$ cat src/rtl/trap_ctrl_pkg.sv
// Shared definitions for the trap/mret sequencer.
// Holds the CSR addresses, mstatus bit positions, default cause codes, the
// sequencer state enumeration and the mstatus rewrite helpers.
package trap_ctrl_pkg;

  localparam int unsigned XLEN   = 32;
  localparam int unsigned CSR_AW = 12;

  // CSR map
  localparam logic [CSR_AW-1:0] CSR_MSTATUS = 12'h000;
  localparam logic [CSR_AW-1:0] CSR_MTVEC   = 12'h005;
  localparam logic [CSR_AW-1:0] CSR_MEPC    = 12'h041;
  localparam logic [CSR_AW-1:0] CSR_MCAUSE  = 12'h042;
  localparam logic [CSR_AW-1:0] CSR_MIP     = 12'h044;

  // mstatus bit positions
  localparam int unsigned MSTATUS_MIE  = 3;
  localparam int unsigned MSTATUS_MPIE = 7;

  // Default mcause codes and redirect alignment mask
  localparam logic [XLEN-1:0] DEF_CAUSE_ILLEGAL = 32'd2;
  localparam logic [XLEN-1:0] DEF_CAUSE_EBREAK  = 32'd3;
  localparam logic [XLEN-1:0] DEF_CAUSE_ECALL   = 32'd11;
  localparam logic [XLEN-1:0] DEF_MTVEC_MASK    = 32'hFFFF_FFFC;

  typedef enum logic [3:0] {
    ST_IDLE,
    ST_T_EPC,
    ST_T_CAUSE,
    ST_T_STRD,
    ST_T_STWR,
    ST_T_VEC,
    ST_R_STRD,
    ST_R_STWR,
    ST_R_EPC,
    ST_REDIR
  } state_e;

  // Trap entry: stash MIE into MPIE, disable interrupts, keep everything else.
  function automatic logic [XLEN-1:0] mstatus_on_trap(input logic [XLEN-1:0] old);
    logic [XLEN-1:0] r;
    r               = old;
    r[MSTATUS_MPIE] = old[MSTATUS_MIE];
    r[MSTATUS_MIE]  = 1'b0;
    return r;
  endfunction

  // Trap return: restore MIE from MPIE, set MPIE, keep everything else.
  function automatic logic [XLEN-1:0] mstatus_on_mret(input logic [XLEN-1:0] old);
    logic [XLEN-1:0] r;
    r               = old;
    r[MSTATUS_MIE]  = old[MSTATUS_MPIE];
    r[MSTATUS_MPIE] = 1'b1;
    return r;
  endfunction

endpackage

$ cat src/rtl/trap_ctrl.sv
// Trap / mret sequencer. Owns the single CSR register-file port: passes the
// instruction CSR path through while idle, and otherwise steps through the
// mepc/mcause/mstatus/mtvec (trap) or mstatus/mepc (mret) accesses before
// issuing a one-cycle PC redirect.
// Ports:
//   clk, rst_n                    clock, async active-low reset
//   illegal, ebreak, ecall, mret  one-cycle decode request pulses
//   trap_pc                       PC of the requesting instruction
//   ins_csr_w/addr/wdata          instruction CSR write path (idle only)
//   csr_w/addr/wdata, csr_rdata   CSR register-file port (comb read)
//   stall                         freeze fetch/decode
//   pc_load, pc_target            redirect strobe and aligned target
//   busy                          sequencer not idle
module trap_ctrl
  import trap_ctrl_pkg::*;
#(
  parameter logic [XLEN-1:0] MTVEC_MASK    = DEF_MTVEC_MASK,
  parameter logic [XLEN-1:0] CAUSE_ILLEGAL = DEF_CAUSE_ILLEGAL,
  parameter logic [XLEN-1:0] CAUSE_EBREAK  = DEF_CAUSE_EBREAK,
  parameter logic [XLEN-1:0] CAUSE_ECALL   = DEF_CAUSE_ECALL
) (
  input  logic              clk,
  input  logic              rst_n,
  input  logic              illegal,
  input  logic              ebreak,
  input  logic              ecall,
  input  logic              mret,
  input  logic [XLEN-1:0]   trap_pc,
  input  logic              ins_csr_w,
  input  logic [CSR_AW-1:0] ins_csr_addr,
  input  logic [XLEN-1:0]   ins_csr_wdata,
  output logic              csr_w,
  output logic [CSR_AW-1:0] csr_addr,
  output logic [XLEN-1:0]   csr_wdata,
  input  logic [XLEN-1:0]   csr_rdata,
  output logic              stall,
  output logic              pc_load,
  output logic [XLEN-1:0]   pc_target,
  output logic              busy
);

  state_e          state;
  logic [XLEN-1:0] pc_q;
  logic [XLEN-1:0] cause_q;
  logic [XLEN-1:0] cap_q;

  logic            trap_req;
  logic            accept;
  logic [XLEN-1:0] cause_sel;

  // Request priority: illegal > ebreak > ecall > mret; only taken while idle.
  always_comb begin
    trap_req  = illegal | ebreak | ecall;
    cause_sel = CAUSE_ECALL;
    if (illegal)     cause_sel = CAUSE_ILLEGAL;
    else if (ebreak) cause_sel = CAUSE_EBREAK;
    accept    = (state == ST_IDLE) && (trap_req || mret);
  end

  // Sequencer state, latched request data and registered redirect outputs.
  always_ff @(posedge clk or negedge rst_n) begin
    if (!rst_n) begin
      state     <= ST_IDLE;
      pc_q      <= '0;
      cause_q   <= '0;
      cap_q     <= '0;
      pc_target <= '0;
      pc_load   <= 1'b0;
      busy      <= 1'b0;
    end else begin
      pc_load <= 1'b0;
      case (state)
        ST_IDLE: begin
          if (trap_req) begin
            pc_q    <= trap_pc;
            cause_q <= cause_sel;
            busy    <= 1'b1;
            state   <= ST_T_EPC;
          end else if (mret) begin
            busy    <= 1'b1;
            state   <= ST_R_STRD;
          end
        end
        ST_T_EPC:   state <= ST_T_CAUSE;
        ST_T_CAUSE: state <= ST_T_STRD;
        ST_T_STRD: begin
          cap_q <= csr_rdata;
          state <= ST_T_STWR;
        end
        ST_T_STWR:  state <= ST_T_VEC;
        ST_T_VEC: begin
          cap_q     <= csr_rdata;
          pc_target <= csr_rdata & MTVEC_MASK;
          pc_load   <= 1'b1;
          state     <= ST_REDIR;
        end
        ST_R_STRD: begin
          cap_q <= csr_rdata;
          state <= ST_R_STWR;
        end
        ST_R_STWR:  state <= ST_R_EPC;
        ST_R_EPC: begin
          cap_q     <= csr_rdata;
          pc_target <= csr_rdata & MTVEC_MASK;
          pc_load   <= 1'b1;
          state     <= ST_REDIR;
        end
        ST_REDIR: begin
          busy  <= 1'b0;
          state <= ST_IDLE;
        end
        default: begin
          busy  <= 1'b0;
          state <= ST_IDLE;
        end
      endcase
    end
  end

  // CSR port steering and stall. The idle pass-through is combinational, so
  // the accept cycle can suppress a coincident instruction CSR write.
  always_comb begin
    csr_w     = 1'b0;
    csr_addr  = '0;
    csr_wdata = '0;
    stall     = 1'b1;
    case (state)
      ST_IDLE: begin
        csr_w     = ins_csr_w & ~accept;
        csr_addr  = ins_csr_addr;
        csr_wdata = ins_csr_wdata;
        stall     = accept;
      end
      ST_T_EPC: begin
        csr_w     = 1'b1;
        csr_addr  = CSR_MEPC;
        csr_wdata = pc_q;
      end
      ST_T_CAUSE: begin
        csr_w     = 1'b1;
        csr_addr  = CSR_MCAUSE;
        csr_wdata = cause_q;
      end
      ST_T_STRD: csr_addr = CSR_MSTATUS;
      ST_T_STWR: begin
        csr_w     = 1'b1;
        csr_addr  = CSR_MSTATUS;
        csr_wdata = mstatus_on_trap(cap_q);
      end
      ST_T_VEC:  csr_addr = CSR_MTVEC;
      ST_R_STRD: csr_addr = CSR_MSTATUS;
      ST_R_STWR: begin
        csr_w     = 1'b1;
        csr_addr  = CSR_MSTATUS;
        csr_wdata = mstatus_on_mret(cap_q);
      end
      ST_R_EPC:  csr_addr = CSR_MEPC;
      default:   ;
    endcase
    // Reset silences the port and stall even through the idle pass-through.
    if (!rst_n) begin
      csr_w = 1'b0;
      stall = 1'b0;
    end
  end

endmodule

$ cat config.mk
export PLATFORM = sky130hd
export DESIGN_NAME = trap_ctrl
export DESIGN_NICKNAME = d
export VERILOG_FILES = /design/src/rtl/trap_ctrl_pkg.sv /design/src/rtl/trap_ctrl.sv
export SDC_FILE = /design/constraint.sdc
export NUM_CORES = 1
export LEC_CHECK = 0
export CAP_MARGIN = 20
export CORE_ASPECT_RATIO = 1.4
export CORE_MARGIN = 3
export CORE_UTILIZATION = 46
export DETAILED_ROUTE_END_ITERATION = 6
export HOLD_SLACK_MARGIN = 0.06
export PLACE_DENSITY = 0.84
export SLEW_MARGIN = 20
export SYNTH_ARGS = -nofsm -noshare
export SYNTH_HDL_FRONTEND = slang
export SYNTH_SLANG_ARGS = --single-unit
$ cat constraint.sdc
create_clock -name clk -period 3 [get_ports clk]
set_clock_uncertainty 0.05 [all_clocks]
set_input_delay 0.6 -clock clk [delete_from_list [all_inputs] [get_ports clk]]
set_output_delay 0.6 -clock clk [all_outputs]
set_load 0.05 [all_outputs]
Word level (Yosys, flattened, before mapping)
Cells that the tools add are included.
Word-level totals
  output and inout port bits: 80
  register bits after elaboration: 132
  logic and storage cells: 46
  input port bits: 115
Cells by class
  reduce and logical (&&, ||, !) cells: 10
  multiplexer cells: 15
  bitwise gates (word level): 5
  equal/unequal tests: 9
Operators with widths (number)
  $pmux 32 s5: 1
  $pmux 12 s4: 1
  $mux 32: 1
  $pmux 4 s8: 1
  $eq 4x3->1 const B: 4
  $mux 4: 3
  $eq 4x2->1 const B: 2
  $reduce_or 4->1: 2
  $reduce_or 8->1: 1
  $mux 1: 6
  $eq 4x1->1 const B: 1
  $eq 4x4->1 const B: 1
  $logic_not 4->1: 1
  $pmux 1 s2: 2
  $reduce_and 2->1: 2
  $reduce_or 2->1: 2
  $ne 3x3->1 const B: 1
  $not 1->1: 2
  $or 1x1->1: 2
  $and 1x1->1: 1
  $logic_and 1x1->1: 1
  $logic_or 1x1->1: 1

Depth between registers and ports, before layout
  word-level depth: 8
  mapped depth: 7
  gate-level depth less buffers: 4

Worst setup path before layout
No wires, ideal clock.
  path kind: register to output
  start point: reg state[0]
  end point: out csr_addr[6]
  data required time: 2.350 ns
  setup slack: -0.995 ns
  path buffers: 2
  arrival: 3.345 ns
  stages on the path, launching flop included: 6
  cells stage by stage: dfrtp_1 buf_2 buf_1 nor2_1 nor2_1 a2111oi_0
Between the ends
  cells in the longest elaborated chain, start to end: 3
  elaborated cells between the ends (all ways): 7
  those cells by class: 4 x eq/ne; 1 x mux; 2 x reduce/logical
Ends and longest elaborated chain
  start: declaration: line trap_ctrl.sv:42  | state_e state;
  start signal: assignment: line trap_ctrl.sv:63  | state <= ST_IDLE;
  start signal: assignment: line trap_ctrl.sv:78  | state <= ST_T_EPC;
  start signal: assignment: line trap_ctrl.sv:81  | state <= ST_R_STRD;
  $eq 4x1->1 or $eq 4x4->1 (tied branches): line trap_ctrl.sv:127  | case (state)
  $reduce_or 2->1 (no source line)
  $pmux 12 s4 (*): line trap_ctrl.sv:127
  end: declaration: line trap_ctrl.sv:33  | output logic [CSR_AW-1:0] csr_addr,
Every way passes the cells marked *; elsewhere a longest branch is shown, timed or not.

Worst setup path in the final report
  start point: reg state[1]
  end point: out csr_wdata[20]
Between the ends
  cells in the longest elaborated chain, start to end: 2
  elaborated cells between the ends (all ways): 6
  those cells by class: 4 x eq/ne; 1 x mux; 1 x reduce/logical
Ends and longest elaborated chain
  $eq 4x3->1, or another cell as far along: line trap_ctrl.sv:127
  $pmux 32 s5 (*): line trap_ctrl.sv:127
  end: declaration: line trap_ctrl.sv:34  | output logic [XLEN-1:0] csr_wdata,
Marks and branches as above.

==> impl_metrics.csv <==
group,metric,value,unit
layout,stdcell_count,691,
clock_tree,clock_sinks,103,
synth,ys_seq_area_frac,0.5504,
global_routing,grt_pass1_wl,22550,um
routing,drcViolationCount,0,
synth,yosysWarnings,0,
sta,maxSlewHeadroom,0.4798,
setup_path,critPathCaptureType,"output port",
setup_path,required,2.35,ns
routing,drt_iter0_drc,298,
layout,final_core_util,0.7755,
clock_tree,insertion_delay,0.34,ns
synth,syn_area,4683,um^2
clock_tree,numCtsBuffers,9,
layout,drive_gt1_frac,0.2522,
synth,synth_fa_ha_area_frac,0,
setup_path,crit_path_max_fanout,17,
sta,fin_tns_setup,0,ns
setup_path,crit_arrival,2.24,ns
synth,synth_compound_area_frac,0.09832,
routing,final_antenna_net_count,0,
layout,nNetsFinal,669,
setup_path,start_kind,"flop",
synth,ys_types,38,
die,die_y,125.4,um
clock_tree,clk_pin_slew,0.07,ns
synth,ys_top_cells_by_area,"dfrtp_1, mux2_2, mux2_1, a222oi_1, inv_1",
synth,synthMuxAreaShare,0.2303,
sta,max_freq,345.4,MHz
global_routing,overflow,0,
die,die_area,11440,um^2
routing,wirelength,14330,um
layout,diodes,0,
sta,rsz0062_at_grt,"false",
global_routing,antenna_found_initial,0,
clock_tree,cts_hold_buf,0,
sta,finalCriticalPeriod,2.895,ns
clock_tree,clock_path_buffers,2,
sta,setup_viol,0,
routing,vias,3863,
layout,area_growth,60.11,%
routing,wl_per_cell,20.73,um
routing,vias_per_cell,5.590,
synth,synth_top_family_by_area,"multiplexers",
setup_path,critPathKind,"reg2out",
setup_path,crit_path_cell_trace,"xor2_1 -> nor2_2 -> buf_12 -> a222oi_1 -> inv_1 -> buf_12",
layout,mostFrequentLayoutCell,"clkdlybuf4s50_1",
setup_path,r2r_cells,6,
setup_path,r2r_slack,0.68,ns
outcome,outcome,"completed",
synth,synth_top_area_share,0.5504,
die,die_w,91.28,um
clock_tree,cts_tree,"yes",
job,drv_cap,0,
global_routing,grt_max_degree,57,
setup_path,worstReg2RegEnd,"cap_q[26]",
placed_design,io_buffers,192,
die,ioPinCount,195,
synth,yosysTopAreaCell,"dfrtp_1",
synth,synth_cells,364,
clock_tree,htreeDepth,3,
global_routing,track_usage,0.2522,
sta,drv_slew,0,
sta,min_period_over_period,0.9650,
die,row_count,42,
routing,firstDrtPassIters,6,
placed_design,place_ws,0.2483,ns
clock_tree,cts.repair.resized,0,
setup_path,critical-path-max-stage-delay,0.64,ns
sta,tightestPinTransition,0.7795,ns
clock_tree,clockRootBuffer,"clkbuf_16",
setup_path,slowest_stage,"nor2_2",
sta,layout_setup_ws,0.1050,ns
sta,final-hold-violation-count,0,
clock_tree,cts_setup_buffers,0,
setup_path,crit-reg2reg-launch,"state[1]",
synth,avgSynthCellArea,12.87,um^2
synth,ys_ff_latch,103,
global_routing,grt_pass1_vias,4276,
setup_path,worst_path_most_repeated_cell,"buf_12",
layout,final_cell_mix,"clkdlybuf4s50_1, dfrtp_1, mux2_2",
placed_design,place_inst,675,
die,initial_utilization,0.4843,
placed_design,gp_congestion,0.8183,
synth,synth_xor_area_frac,0.003740,
synth,synthSimpleGateAreaFrac,0.05744,
worst_hold_path,hold_class,"in2async",
placed_design,dpl.hpwl,10560,um
die,core,9669,um^2
sequential cells by signal, indices dropped and copies added, names as in the netlist:
signal     cells
pc_target     30
pc_load        1
cap_q         32
state          4
pc_q          32
busy           1
cause_q        3
how the worst max path moves through the flow:
stage              from            end  slack (ns)  depth (start not counted)
3_5_place_dp    illegal          csr_w        0.25                          6
5_1_grt        state[1]  csr_wdata[26]        0.02                          6
6_report       state[1]  csr_wdata[20]        0.11                          6
2_1_floorplan  state[0]    csr_addr[2]        0.20                          5
3_3_place_gp    illegal          csr_w        0.34                          6
4_1_cts        state[1]  csr_wdata[20]        0.11                          6
routing by layer:
layer | wire length (um) | vias up | GRT usage
li1 | - | 1698 | -
met1 | 4688 | 1933 | 0.2587
met2 | 8118 | 194 | 0.4788
met3 | 889 | 38 | 0.04868
met4 | 629 | 0 | 0.1252
met5 | 0 | - | 0
cell type report:
cell class	instances	area [um^2]
repair buffers	206	2510
fillers	654	2171
well taps	132	165.2
clock inverters	6	47.55
clock buffers	10	229.0
multi-input cells	202	1849
inverters	32	120.1
flip-flops and latches	103	2577
Yosys cell counts:
master,instances
o31ai_1,1
buf_6,3
inv_1,32
nor3_1,3
buf_2,11
buf_1,1
a2111oi_0,1
mux2_2,55
mux2_1,39
buf_4,4
o32ai_1,1
nor2_1,9
mux2i_1,2
o21ai_0,6
o21a_1,1
a21oi_1,8
dfrtp_1,103
clkbuf_1,9
nor4_1,1
nand2_1,10
xnor2_1,1
nand3_2,1
nand2b_1,2
a22oi_1,2
nand4_1,1
a32oi_1,1
xor2_1,1
nor3_2,1
a222oi_1,28
a22oi_4,1
nand3_1,2
nor2b_1,4
and2_1,10
a211oi_1,2
a22o_1,2
or2_2,3
conb_1,1
nor4_4,1
cell families (layout without fill, tap and decap cells):
logic type             Yosys count  in the layout
AO/OA/AOI/OAI                   54             54
XOR/XNOR                         2              2
buffers and inverters           60            254
flip-flops                     103            103
multiplexers                    96             96
other                            1              2
AND/OR/NAND/NOR                 48             48
metrics by stage:
stage          hold WS, ns  area (um^2)
3_3_place_gp        0.4037         7222
3_5_place_dp        0.4064         7222
5_1_grt             0.3872         7498
2_1_floorplan       0.2544         4693
6_report            0.3434         7498
4_1_cts             0.3623         7498
critical path, delay by kind of cell, from the launching register on:
family	cells	cell delay, ns
buf+inv	3	0.52
compound gates	1	0.11
flops	1	0.41
xor+xnor	1	0.21
simple gates	1	0.64
Power is not shown: default switching activity piles up to over one toggle a cycle in this logic, so the estimate is an artifact.
